===== src/rtl/seg7_scan_decoder.sv =====
// seg7_scan_decoder
//   Reads back a multiplexed, active-low 7-segment display bus. It recovers
//   the 4-bit code shown on each digit. This is the inverse of the BCD-to-
//   7-segment encoder.
//
//   A segment/select pair must be seen unchanged for STABLE_CYCLES registered
//   samples before it is captured. Capture happens once per dwell. Only
//   one-hot (single low) selects are considered.
//
// Parameters
//   NUM_DIGITS     number of scanned digits (1-8)
//   STABLE_CYCLES  consecutive identical samples needed before capture (2-255)
//
// Ports
//   clk         system clock, rising edge
//   rst_n       asynchronous active-low reset
//   seg         segment lines, seg[6]=a .. seg[0]=g, active-low (0 = lit)
//   dig_sel     digit enables, active-low, one-hot when meaningful
//   digits      decoded codes, digit k at [4k+3:4k]
//   valid       digit k holds a legal decoded value
//   err         last qualified pattern on digit k was illegal
//   frame_done  one-cycle pulse when every digit has been captured since
//               the previous pulse
//
// Build option
//   SEG7DEC_HEX_EN  when defined, also decode A b C d E F as 0xA-0xF;
//                   otherwise those six patterns are treated as illegal.

module seg7_scan_decoder #(
  parameter int unsigned NUM_DIGITS    = 4,
  parameter int unsigned STABLE_CYCLES = 4
) (
  input  logic                    clk,
  input  logic                    rst_n,
  input  logic [6:0]              seg,
  input  logic [NUM_DIGITS-1:0]   dig_sel,
  output logic [4*NUM_DIGITS-1:0] digits,
  output logic [NUM_DIGITS-1:0]   valid,
  output logic [NUM_DIGITS-1:0]   err,
  output logic                    frame_done
);

  localparam int unsigned CW = $clog2(STABLE_CYCLES + 1);
  localparam int unsigned IW = (NUM_DIGITS > 1) ? $clog2(NUM_DIGITS) : 1;
  localparam logic [CW-1:0] CNT_FULL = CW'(STABLE_CYCLES);

  typedef enum logic [1:0] {
    PAT_LEGAL,
    PAT_BLANK,
    PAT_ILLEGAL
  } pat_class_t;

  // Input registers and the previous registered pair, used for the
  // stability comparison.
  logic [6:0]            seg_q;
  logic [NUM_DIGITS-1:0] sel_q;
  logic [6:0]            seg_prev;
  logic [NUM_DIGITS-1:0] sel_prev;
  logic [CW-1:0]         cnt;
  logic [NUM_DIGITS-1:0] seen;

  logic [NUM_DIGITS-1:0]   sel_low;
  logic [3:0]              low_cnt;
  logic [IW-1:0]           sel_idx;
  logic                    qualified;
  logic                    pair_same;
  logic [CW-1:0]           cnt_next;
  logic                    capture;
  logic [6:0]              lit;
  logic [3:0]              dec_code;
  pat_class_t              dec_class;
  logic [NUM_DIGITS-1:0]   cap_mask;
  logic [NUM_DIGITS-1:0]   seen_or;
  logic                    frame_hit;
  logic [NUM_DIGITS-1:0]   seen_next;
  logic [4*NUM_DIGITS-1:0] digits_next;
  logic [NUM_DIGITS-1:0]   valid_next;
  logic [NUM_DIGITS-1:0]   err_next;

  // Select qualification: exactly one active-low enable asserted.
  always_comb begin
    sel_low = ~sel_q;
    low_cnt = '0;
    sel_idx = '0;
    for (int unsigned i = 0; i < NUM_DIGITS; i++) begin
      if (sel_low[i]) begin
        low_cnt = low_cnt + 4'd1;
        sel_idx = i[IW-1:0];
      end
    end
    qualified = (low_cnt == 4'd1);
  end

  // Stability counter. A change in the registered pair restarts it at 1,
  // and it saturates at STABLE_CYCLES. The capture fires only on the edge
  // where the counter first reaches the limit, so a long dwell captures
  // once.
  always_comb begin
    pair_same = (seg_q == seg_prev) && (sel_q == sel_prev);
    if (!qualified) begin
      cnt_next = '0;
    end else if (!pair_same) begin
      cnt_next = CW'(1);
    end else if (cnt == CNT_FULL) begin
      cnt_next = cnt;
    end else begin
      cnt_next = cnt + CW'(1);
    end
    capture = (cnt_next == CNT_FULL) && (cnt != CNT_FULL);
  end

  // Pattern decode on the lit-segment set (a in bit 6 .. g in bit 0).
  always_comb begin
    lit       = ~seg_q;
    dec_code  = 4'h0;
    dec_class = PAT_ILLEGAL;
    case (lit)
      7'h7E: begin dec_code = 4'h0; dec_class = PAT_LEGAL; end
      7'h30: begin dec_code = 4'h1; dec_class = PAT_LEGAL; end
      7'h6D: begin dec_code = 4'h2; dec_class = PAT_LEGAL; end
      7'h79: begin dec_code = 4'h3; dec_class = PAT_LEGAL; end
      7'h33: begin dec_code = 4'h4; dec_class = PAT_LEGAL; end
      7'h5B: begin dec_code = 4'h5; dec_class = PAT_LEGAL; end
      7'h5F: begin dec_code = 4'h6; dec_class = PAT_LEGAL; end
      7'h70: begin dec_code = 4'h7; dec_class = PAT_LEGAL; end
      7'h7F: begin dec_code = 4'h8; dec_class = PAT_LEGAL; end
      7'h7B: begin dec_code = 4'h9; dec_class = PAT_LEGAL; end
`ifdef SEG7DEC_HEX_EN
      7'h77: begin dec_code = 4'hA; dec_class = PAT_LEGAL; end
      7'h1F: begin dec_code = 4'hB; dec_class = PAT_LEGAL; end
      7'h4E: begin dec_code = 4'hC; dec_class = PAT_LEGAL; end
      7'h3D: begin dec_code = 4'hD; dec_class = PAT_LEGAL; end
      7'h4F: begin dec_code = 4'hE; dec_class = PAT_LEGAL; end
      7'h47: begin dec_code = 4'hF; dec_class = PAT_LEGAL; end
`endif
      7'h00:   dec_class = PAT_BLANK;
      default: dec_class = PAT_ILLEGAL;
    endcase
  end

  // Per-digit output update on capture.
  always_comb begin
    digits_next = digits;
    valid_next  = valid;
    err_next    = err;
    if (capture) begin
      case (dec_class)
        PAT_LEGAL: begin
          digits_next[{sel_idx, 2'b00} +: 4] = dec_code;
          valid_next[sel_idx]                = 1'b1;
          err_next[sel_idx]                  = 1'b0;
        end
        PAT_BLANK: begin
          valid_next[sel_idx] = 1'b0;
          err_next[sel_idx]   = 1'b0;
        end
        default: begin
          valid_next[sel_idx] = 1'b0;
          err_next[sel_idx]   = 1'b1;
        end
      endcase
    end
  end

  // Frame tracking. The capture that completes the mask lands on the same
  // edge as the clear, so its own bit is re-set. That bit then counts
  // toward the next frame.
  always_comb begin
    cap_mask  = capture ? sel_low : '0;
    seen_or   = seen | cap_mask;
    frame_hit = &seen_or;
    seen_next = frame_hit ? cap_mask : seen_or;
  end

  always_ff @(posedge clk or negedge rst_n) begin
    if (!rst_n) begin
      seg_q      <= '1;
      sel_q      <= '1;
      seg_prev   <= '1;
      sel_prev   <= '1;
      cnt        <= '0;
      seen       <= '0;
      digits     <= '0;
      valid      <= '0;
      err        <= '0;
      frame_done <= 1'b0;
    end else begin
      seg_q      <= seg;
      sel_q      <= dig_sel;
      seg_prev   <= seg_q;
      sel_prev   <= sel_q;
      cnt        <= cnt_next;
      seen       <= seen_next;
      digits     <= digits_next;
      valid      <= valid_next;
      err        <= err_next;
      frame_done <= frame_hit;
    end
  end

endmodule

===== config.mk =====
export PLATFORM = sky130hd
export DESIGN_NAME = seg7_scan_decoder
export DESIGN_NICKNAME = d
export VERILOG_FILES = /design/src/rtl/seg7_scan_decoder.sv
export SDC_FILE = /design/constraint.sdc
export NUM_CORES = 1
export LEC_CHECK = 0
export CAP_MARGIN = 20
export CORE_UTILIZATION = 35
export DETAILED_ROUTE_END_ITERATION = 8
export PLACE_DENSITY = 0.6
export SLEW_MARGIN = 10
export SYNTH_ARGS = -nofsm -noshare
export SYNTH_HDL_FRONTEND = slang
export SYNTH_SLANG_ARGS = --single-unit

===== constraint.sdc =====
create_clock -name clk -period 6.75 [get_ports clk]
set_input_delay 0.675 -clock clk [delete_from_list [all_inputs] [get_ports clk]]
set_output_delay 0.675 -clock clk [all_outputs]
set_load 0.05 [all_outputs]

; ---- Word-level counts from Yosys, hierarchy flattened
; Cells that the tools add are included.
; Widths: inputs -> output; s select.
[totals]
word_cells = 72
output_inout_bits = 25
in_bits = 13
register_bits = 54
[classes]
eq_ne = 17
n_lt_le_gt_ge = 2
add_sub_neg = 5
reduce_logical = 9
bitwise_logic = 8
n_shift = 2
mux = 19
[ops]
columns = op, count
row1 = $eq 7x7->1 const B, 8
row2 = $pmux 4 s9, 1
row3 = $mux 4, 7
row4 = $bwmux 16, 1
row5 = $shift 4x6->16 const A, 1
row6 = $shiftx 4x6->16, 1
row7 = $eq 7x6->1 const B, 2
row8 = $add 4x1->4 const B, 3
row9 = $or 4x4->4, 3
row10 = $reduce_or 10->1, 1
row11 = $mux 3, 3
row12 = $and 4x4->4, 2
row13 = $not 4->4, 2
row14 = $eq 7x7->1, 1
row15 = $logic_not 7->1, 1
row16 = $not 7->7, 1
row17 = $eq 3x3->1 const B, 2
row18 = $neg 4->6, 1
row19 = $eq 4x1->1 const B, 1
row20 = $eq 4x4->1, 1
row21 = $mux 2, 2
row22 = $pmux 2 s2, 1
row23 = $reduce_and 4->1, 1
row24 = $add 3x1->3 const B, 1
row25 = other kinds (10), 14

; ---- Depth between registers and ports, before layout
; Gate-level depths: netlist of the first run.
[logic_depth]
ltp_word = 16
depth_mapped = 11
depth_no_buf = 10

; ---- Worst setup path after synthesis of the first run
; No wires, ideal clock.
[synth_timing]
path_kind = reg-to-reg
startpoint = reg sel_q[1]
endpoint = reg (tool-made name)
arrival_time_ps = 2951
path_slack_ps = 3674
t_required_ps = 6625
path_buffers = 1
period_less_slack_ps = 3076
stages_incl_launch_ff = 11
setup_time_ps = 125
cell_sequence = dfstp_2 -> inv_1 -> ha_1 -> xnor2_2 -> ha_1 -> nor3_1 -> a32oi_1 -> or3_1 -> buf_6 -> or3b_4 -> mux2_4
[synth_rtl]
columns = item, line
row1 = start: declaration, 56  ; logic [NUM_DIGITS-1:0] sel_q;
row2 = start signal: assignment, 189  ; sel_q <= dig_sel;

; ---- Worst setup path in the final report of the first run
[layout_timing]
startpoint = reg sel_q[1]
endpoint = reg digits[7]
[layout_between]
elab_chain_len = 11
elab_cells_between_ends = 21
cone_classes = 3 x add/sub / 3 x eq/ne / 2 x shift / 9 x mux / 1 x bitwise / 3 x reduce/logical
[layout_lines]
columns = item, line
row1 = $not 4->4, 82  ; sel_low = ~sel_q;
row2 = $mux 4, 86  ; if (sel_low[i]) begin
row3 = $add 4x1->4, 87  ; low_cnt = low_cnt + 4'd1;
row4 = $mux 4, 86
row5 = $add 4x1->4, 87
row6 = $mux 4, 86
row7 = $eq 4x1->1, 91  ; qualified = (low_cnt == 4'd1);
row8 = $mux 3, 100  ; if (!qualified) begin
row9 = $eq 3x3->1, 109  ; capture = (cnt_next == CNT_FULL) && (cnt != CNT_FULL);
row10 = $logic_and 1x1->1, 109
row11 = $reduce_and 2->1 (no line), -
row12 = end signal: assignment, 194  ; digits <= digits_next;
row13 = end: declaration, 37  ; output logic [4*NUM_DIGITS-1:0] digits,
; Several ways; a longest one is shown, not always the timed one.
; A chain may end at the register's enable or synchronous reset.

==> metrics.md, run 1 <==
| Metric | Value |
|---|---|
| Tmin final | `about 3.4 ns` |
| Crit path max fanout | `8` |
| Final setup fails | `0` |
| DR pass1 iterations | `4` |
| Die outline width | `86.1 µm` |
| Hold Vio Cnt, Final | `0` |
| CTS tree | `done` |
| I/O pin count | `38` |
| Syn Nets | `211` |
| R2R Setup Slk | `between 3 and 4 ns` |
| Post-synth ARST share | `100%` |
| Remaining DRCs | `0` |
| Synth Register Bits | `54` |
| Grt total ovfl | `0` |
| All-Layer GR Usage | `a little over an eighth` |
| Min-delay worst type | `reg -> reg` |
| Layout area overhead | `22.5%` |
| DRT antenna net count | `0` |
| NumNets Final | `249` |
| Top post-synthesis cells by area | `dfrtp_1, dfstp_2, mux2_1, xor2_1, ha_1` |
| WS Path Type | `reg -> reg` |
| Status | `finished, final reports clean` |
| Post-synth EDFFs | `0` |
| Layout cells sized above 1 | `20.3%` |
| Die height | `86.1 µm` |
| Yosys warnings | `0` |
| Slew Limit Fails | `0` |
| Startpoint types | `flip-flop` |
| Clock skew | `slightly above 0.006 ns` |
| Vias in the first global route | `between 1,500 and 2,000` |
| First-pass GRT wire length | `approximately 7700 µm` |
| Vias | `1,595` |
| Port buffer count | `37` |
| Tightest Pin Transition | `about 0.67 ns` |
| RSZ-0062 raised after global routing | `false` |
| Avg Vias per Cell | `4.86` |
| Count of cell types in the netlist | `39` |
| Routed wire length per instance | `between 10 and 15 µm` |
| Power share of the clock group | `a little over a third` |
| Most common cell in the netlist | `dfrtp_1` |
| Worst path required time | `6.95 ns` |
| Mapped Cells | `approximately 190` |
| Diodes inserted | `0` |
| Final WS setup | `3.38 ns` |
| Worst r2r src | `sel_q[1]` |
| Final HPWL DP | `roughly 3200 µm` |
| Top FF cell, synth | `dfrtp_1` |
| Crit path capture type | `flip-flop` |
| Max Freq | `between 200 and 300 MHz` |
| Met1 usage | `around 19%` |
| Slew Limit Headroom | `between 50 and 60%` |
| Busiest grt layer | `met2` |
| Yosys top cell by area | `dfrtp_1` |
| Post-synth top cells | `dfrtp_1, dfstp_2, mux2_1` |
| Sequential power share | `between 50 and 60%` |
| H-tree levels | `2` |
| Hold buffers post-CTS | `0` |
| Clk slew on worst S/H paths | `0.10 ns` |
| Pin count of the biggest net entering global routing | `55` |
| Clk_lat worst skew | `slightly above 0.3 ns` |
| Comb power frac | `under 10%` |
| Switch share | `24.4%` |
| DRT iter0 DRCs | `44` |
| Die area | `7410 µm²` |
| Initial antenna violation count | `0` |
| Met3 usage | `~3.2%` |
| Area share of the largest cell type after synthesis | `between 30 and 40%` |
| Cell Int Power | `roughly 0.46 mW` |
| Worst vdd ir | `140 µV` |
| Bufs on Longest Clock Path | `2` |
| Clock Root Buffer | `clkbuf_8` |
| Total Wirelength | `between 4000 and 5000 µm` |
| Syn avg cell area | `between 10 and 15 µm²` |
| CP arrival | `roughly 3.6 ns` |
| Post-synthesis sequential area ratio | `between 50% and 60%` |
| Leakage | `around 1.3 nW` |
| PwrDens | `between 150 and 200 nW/µm²` |
| Starting Density | `between 30% and 40%` |
| GPL Wtd Cong | `between 0.7 and 0.8` |
| Post-CTS setup buffers | `0` |
| CTS resizes | `0` |
| Crit path from | `sel_q[1]` |
| CTS Sinks | `54` |
| Area of the core | `between 6000 and 7000 µm²` |
| Global routing met2 resource utilization | `slightly below 20%` |
| HP Start | `sel_q[0]` |
| Net Switching | `0.147 mW` |
| MaxCap Viol Count | `0` |
| Post-route clock period utilization | `between 40 and 50%` |
| CTS Buf Count | `5` |
| Setup TNS | `0 ns` |
| Post-place setup slack | `around 3.4 ns` |
| Num rows | `30` |
| Synthesized area | `~2500 µm²` |
[area by class of cell]
cell class,count,area [µm²]
clock buffer,6,93.8
clock inverter,2,17.5
fill,635,3760
inverter,8,30.0
multi-input combinational,124,1020
sequential,54,1380
tap,96,120
timing repair buffer,38,373
[power groups by stage]
stage / clock [mW] / sequential [mW] / combinational (mW)
after floorplan: 0 / 0.348 / 0.0308
after global placement: 0 / 0.354 / 0.0436
after detailed placement: 0 / 0.354 / 0.0442
after CTS: 0.220 / 0.349 / 0.0445
after global routing: 0.232 / 0.350 / 0.0493
final: 0.210 / 0.349 / 0.0434
[final timing paths]
| path | to | cells after the start |
|---|---|---|
| min in group asynchronous | cnt[1] | 2 |
| worst max register to register | digits[7] | 9 |
| worst min register to register | sel_prev[0] | 0 |
| worst max-delay path | digits[7] | 9 |
| max in group asynchronous | asynchronous set/reset pin | 2 |
| worst min-delay path | sel_prev[0] | 0 |
[metal layers]
| layer | part of all wire [%] | vias up |
|---|---|---|
| met5 | 0 | - |
| met4 | 1.4 | 0 |
| met3 | 3.3 | 8 |
| met2 | 47 | 38 |
| met1 | 49 | 782 |
| li1 | - | 767 |
[kinds of logic (layout without fill, tap and decap cells)]
logic type / Yosys count / in the layout / share of synthesized area, %
compound gates: 21 / 21 / 5.97
simple gates: 62 / 62 / 16.6
flops: 54 / 54 / 55.7
mux: 22 / 22 / 10.2
fa+ha+maj: 5 / 5 / 2.53
buf+inv: 15 / 54 / 3.13
xor+xnor: 14 / 14 / 5.86
[worst max-delay path: stages, from the launching register on]
cell and delay (ns):
dfstp_2 0.64, inv_1 0.06, ha_1 0.32, xnor2_2 0.22, ha_1 0.26, nor3_1 0.16, a32oi_1 0.18, or3_1 0.59
nor4_4 0.46, mux2_1 0.37
[metrics by stage]
| step | power, mW | cells | utilization [%] | instance area [µm²] | hold WS (ns) |
|---|---|---|---|---|---|
| after floorplan | 0.379 | 193 | - | 2470 | 0.352 |
| after global placement | 0.398 | 320 | 43.0 | 2920 | 0.385 |
| after detailed placement | 0.399 | 320 | 43.0 | 2920 | 0.396 |
| after CTS | 0.613 | 328 | 44.6 | 3030 | 0.414 |
| after global routing | 0.631 | 328 | 44.6 | 3030 | 0.422 |
| final | 0.602 | 328 | 44.6 | 3030 | 0.412 |
[cells in the final DEF, fill, tap and decap left out, drive strengths merged, types with 7 or more instances in the layout]
master,instances
clkdlybuf4s50,36
dfrtp,32
dfstp,22
mux2,20
inv,10
nor3,10
xor2,9
nor2,8
nand2,7
nand3,7
(Power assumes the default switching activity.)
==> inputs of run 2 (changes only) <==
- PLACE_DENSITY: 0.6 -> 0.62
- clock period: 6.75 -> 2.9 ns (I/O delays scaled with it)
==> metrics.md, run 2 (same netlist as run 1, synthesis figures left out) <==
| Metric | Value |
|---|---|
| Power share of the clock group | `34.1%` |
| CTS tree | `done` |
| PwrDens | `around 450 nW/µm²` |
| Clk slew on worst S/H paths | `~0.090 ns` |
| Slew Limit Fails | `0` |
| Cell Int Power | `1.10 mW` |
| R2R depth | `10` |
| Diodes inserted | `0` |
| Register area | `around 1400 µm²` |
| MaxCap Viol Count | `0` |
| Comb power frac | `about a tenth` |
| All-Layer GR Usage | `between 10 and 15%` |
| H-tree levels | `2` |
| Clock Root Buffer | `clkbuf_8` |
| Sequential power share | `between 50% and 60%` |
| Die outline width | `86.1 µm` |
| Net Switching | `between 0.3 and 0.4 mW` |
| Hold buffers post-CTS | `0` |
| Post-route clock period utilization | `between 90% and 100%` |
| Remaining DRCs | `0` |
| DRT antenna net count | `0` |
| Worst path required time | `between 3 and 4 ns` |
| Final HPWL DP | `about 3500 µm` |
| Min-delay worst type | `in -> async` |
| Most frequent cells in the layout | `clkdlybuf4s50_1, dfrtp_1, dfstp_2, mux2_1, buf_4` |
| Routed wire length per instance | `about 14 µm` |
| Clock skew | `a little over 0.005 ns` |
| Worst vdd ir | `~220 µV` |
| Bufs on Longest Clock Path | `2` |
| First-pass GRT wire length | `~7800 µm` |
| Layout area overhead | `28.5%` |
| Total Wirelength | `approximately 4800 µm` |
| GPL Wtd Cong | `0.751` |
| Grt total ovfl | `0` |
| Die height | `~86 µm` |
| WS Path Type | `reg -> reg` |
| Pin count of the biggest net entering global routing | `38` |
| Post-place setup slack | `-0.0532 ns` |
| DRT iter0 DRCs | `58` |
| Tightest Pin Transition | `0.826 ns` |
| Die area | `between 7000 and 8000 µm²` |
| Multi-input logic area | `around 1100 µm²` |
| Status | `finished, final reports clean` |
| Crit path capture type | `flip-flop` |
| Switch share | `22.9%` |
| Num rows | `30` |
| I/O pin count | `38` |
| Starting Density | `36.4%` |
| Initial antenna violation count | `0` |
| Fillcell total | `around 620` |
| RSZ-0062 raised after global routing | `true` |
| Layout cells sized above 1 | `about 28%` |
| CTS Sinks | `between 50 and 60` |
| Commonest non-fill, non-tap cell in the layout | `clkdlybuf4s50_1` |
| Clk_lat worst skew | `between 0.3 and 0.4 ns` |
| Hold Vio Cnt, Final | `0` |
| Vias in the first global route | `about 1,500` |
| Vias | `around 1,600` |
| DR pass1 iterations | `4` |
| Final WS setup | `0.120 ns` |
| Final setup fails | `0` |
| CTS Buf Count | `5` |
| NumNets Final | `260` |
| WHS | `0.0746 ns` |
| Worst r2r src | `sel_q[0]` |
| Area of the core | `6790 µm²` |
| Slew Limit Headroom | `between 40% and 50%` |
| Port buffer count | `37` |
| Tmin final | `around 2.8 ns` |
| Startpoint types | `flip-flop` |
| Avg Vias per Cell | `between 4 and 5` |
| Max Freq | `between 300 and 400 MHz` |
| Leakage | `between 1 and 1.5 nW` |
| Crit path max fanout | `7` |
| R2R Setup Slk | `between 0.1 and 0.15 ns` |
| CP arrival | `about 3.0 ns` |
## run 2: routing by layer
layer	share of wire [%]	up-vias	routed length, µm	track usage (%)
met2	47	30	2250	21.4
met3	4.2	6	198	3.66
met1	47	814	2240	19.0
li1	-	786	-	-
met5	0	-	0	0
met4	1.6	0	76	5.15
## run 2: worst max-delay path by stage
stage          startpoint         end  cells after the start
2_1_floorplan    sel_q[1]   flip-flop                     11
3_3_place_gp     sel_q[0]  digits[10]                     10
3_5_place_dp     sel_q[0]   digits[9]                     10
4_1_cts          sel_q[0]   digits[9]                     11
5_1_grt          sel_q[0]   digits[9]                     11
6_report         sel_q[0]   flip-flop                     10
## run 2: layout make-up
type                            instances  share of cell area [%]
Multi-Input combinational cell        124                    34.2
Sequential cell                        54                    43.4
Inverter                                8                   0.944
Tap cell                               96                    3.78
Clock inverter                          3                    1.26
Timing Repair Buffer                   49                    14.3
Clock buffer                            5                    2.16
## run 2: stage by stage
step / cell area (µm²) / std cells / util [%] / power [mW] / TNS, ns
after floorplan: 2530 / 193 / - / 0.896 / 0
after CTS: 3170 / 339 / 46.6 / 1.46 / 0
after global routing: 3180 / 339 / 46.8 / 1.51 / -0.0309
final: 3180 / 339 / 46.8 / 1.43 / 0
after global placement: 3050 / 330 / 44.9 / 0.953 / 0
after detailed placement: 3050 / 330 / 44.9 / 0.955 / -0.176
## run 2: critical path: stages (launching register included)
cell	delay, ns
dfstp_2	0.58
inv_2	0.05
ha_4	0.15
mux2i_2	0.18
inv_2	0.07
ha_4	0.24
nor3_4	0.11
a32oi_2	0.08
or3_4	0.47
or3b_4	0.43
mux2_4	0.30
## run 2: power groups by stage
stage | logic [mW] | clock network [mW] | registers, mW
floorplan | 0.0864 | 0 | 0.810
global placement | 0.130 | 0 | 0.823
detailed placement | 0.131 | 0 | 0.824
CTS | 0.132 | 0.514 | 0.810
global route | 0.150 | 0.548 | 0.814
finish | 0.134 | 0.489 | 0.811
## run 2: repair_timing
item | 4_1_cts | 5_1_grt
setup buffers | 1 | 0
pin swaps | 1 | 5
setup endpoints to repair | 10 | 14
gates resized for setup | 1 | 4
==> inputs of run 3 (changes only) <==
- HOLD_SLACK_MARGIN: unset -> 0.02
- RECOVER_POWER: unset -> 25
==> metrics.md, run 3 (same netlist as run 1, synthesis figures left out) <==
| Metric | Value |
|---|---|
| Commonest non-fill, non-tap cell in the layout | `dfrtp_1` |
| CTS tree | `done` |
| Layout area overhead | `28.5%` |
| DR pass1 iterations | `4` |
| Most frequent cells in the layout | `dfrtp_1, clkdlybuf4s50_1, dfstp_2, mux2_1, buf_4` |
| Startpoint types | `flip-flop` |
| Die height | `approximately 86 µm` |
| MaxCap Viol Count | `1` |
| Slew Limit Headroom | `-32.1%` |
| NumNets Final | `260` |
| CTS Sinks | `54` |
| Die outline width | `86.1 µm` |
| Num rows | `30` |
| CTS Buf Count | `5` |
| Port buffer count | `37` |
| DRT antenna net count | `0` |
| Hold Vio Cnt, Final | `0` |
| Final setup fails | `0` |
| PnR Total Power | `1.43 mW` |
| Diodes inserted | `0` |
| Leakage | `roughly 1.4 nW` |
| Grt total ovfl | `0` |
| Tightest Pin Transition | `roughly 2 ns` |
| Post-route insts no fill | `between 300 and 400` |
| Min-delay worst type | `reg -> reg` |
| Setup TNS | `0 ns` |
| Placed cell count | `330` |
| Initial antenna violation count | `0` |
| Starting Density | `36.4%` |
| HP Start | `sel_q[0]` |
| Worst vdd ir | `220 µV` |
| Final Core Density | `between 40% and 50%` |
| Pin count of the biggest net entering global routing | `38` |
| Vias in the first global route | `roughly 1,500` |
| Worst path required time | `~3.1 ns` |
| Crit-path max cell delay | `between 0.5 and 0.6 ns` |
| Slew Limit Fails | `38` |
| Clock skew | `approximately 0.0052 ns` |
| Die area | `around 7400 µm²` |
| Clk_lat worst skew | `just over 0.3 ns` |
| Crit path capture type | `flip-flop` |
| Critical-path top delay cell | `dfstp_2` |
| Avg Vias per Cell | `approximately 4.8` |
| Routed wire length per instance | `14.0 µm` |
| WS Path Type | `reg -> reg` |
| Worst r2r src | `sel_q[0]` |
| Clock Root Buffer | `clkbuf_8` |
| Violated checks | `capacitance limit, slew limit` |
| I/O pin count | `38` |
| Tmin final | `2.78 ns` |
| Final HPWL DP | `approximately 3500 µm` |
| H-tree levels | `2` |
| Crit-path cells | `inv_2 > ha_4 > mux2i_2 > inv_2 > ha_4 > nor3_4 > a32oi_2 > or3_4 > or3b_4 > mux2_4` |
| RSZ-0062 raised after global routing | `true` |
| Crit path max fanout | `7` |
| First-pass GRT wire length | `~7800 µm` |
| Status | `finished, violations left` |
| Layout cells sized above 1 | `about 25%` |
| Crit path from | `sel_q[0]` |
| Vias | `around 1,600` |
| Clk slew on worst S/H paths | `~0.090 ns` |
| Post-route clock period utilization | `~96%` |
| Total Wirelength | `4730 µm` |
| Area of the core | `just under 7000 µm²` |
| Bufs on Longest Clock Path | `2` |
| CP arrival | `2.98 ns` |
| PwrDens | `around 450 nW/µm²` |
| Fillcell total | `roughly 620` |
| Max Freq | `roughly 360 MHz` |
| Remaining DRCs | `0` |
| DRT iter0 DRCs | `55` |
| GPL Wtd Cong | `roughly 0.75` |
| All-Layer GR Usage | `between 10 and 15%` |
-- run 3: cell type report --
cell class,instances,area (µm²),area share (%)
Multi-Input combinational cell,124,1090,34.2
Inverter,8,30.0,0.945
Timing Repair Buffer,49,454,14.3
Tap cell,96,120,3.78
Clock inverter,3,40.0,1.26
Sequential cell,54,1380,43.4
Clock buffer,5,68.8,2.16
-- run 3: worst paths after layout --
kind,depth (start not counted),to,slack (ns)
max,10,flip-flop,0.12
min,0,sel_prev[0],0.40
max reg2reg,10,flip-flop,0.12
min reg2reg,0,sel_prev[0],0.40
max in group asynchronous,2,seg_prev[3],1.17
min in group asynchronous,1,cnt[1],0.53
-- run 3: report_power, final --
part | total [mW] | leakage [nW] | switching (mW) | internal [mW]
Combinational | 0.130 | 0.650 | 0.0666 | 0.0637
Clock | 0.489 | 0.0579 | 0.234 | 0.254
Sequential | 0.809 | 0.675 | 0.0267 | 0.782
Total | 1.43 | 1.38 | 0.328 | 1.10
-- run 3: worst max-delay path, delay by kind of cell, from the launching register on --
kind,cells,cell delay (ns)
fa+ha+maj,2,0.39
flops,1,0.58
compound gates,1,0.08
simple gates,3,1.02
mux,2,0.48
buf+inv,2,0.12
-- run 3: repair_timing --
action	in CTS	in global routing
hold buffers	0	0
resized for setup	1	4
setup buffers	1	0
endpoints found under the setup margin	10	14
pin swaps	1	5
-- run 3: stage by stage --
stage / cell area [µm²] / worst slack [ns] / hold slack, ns
CTS: 3170 / 0.0281 / 0.0961
finish: 3180 / 0.118 / 0.403
global route: 3180 / -0.0132 / 0.420
detailed placement: 3050 / -0.0532 / 0.389
floorplan: 2530 / 0.00975 / -0.00559
global placement: 3050 / 0.0325 / 0.386
-- run 3: routing by layer --
layer / wire, µm / global-route usage (%) / vias up
met5: 0 / 0 / -
met4: 76 / 5.15 / 0
met3: 208 / 3.66 / 6
met2: 2220 / 21.4 / 32
met1: 2230 / 19.0 / 801
li1: - / - / 786
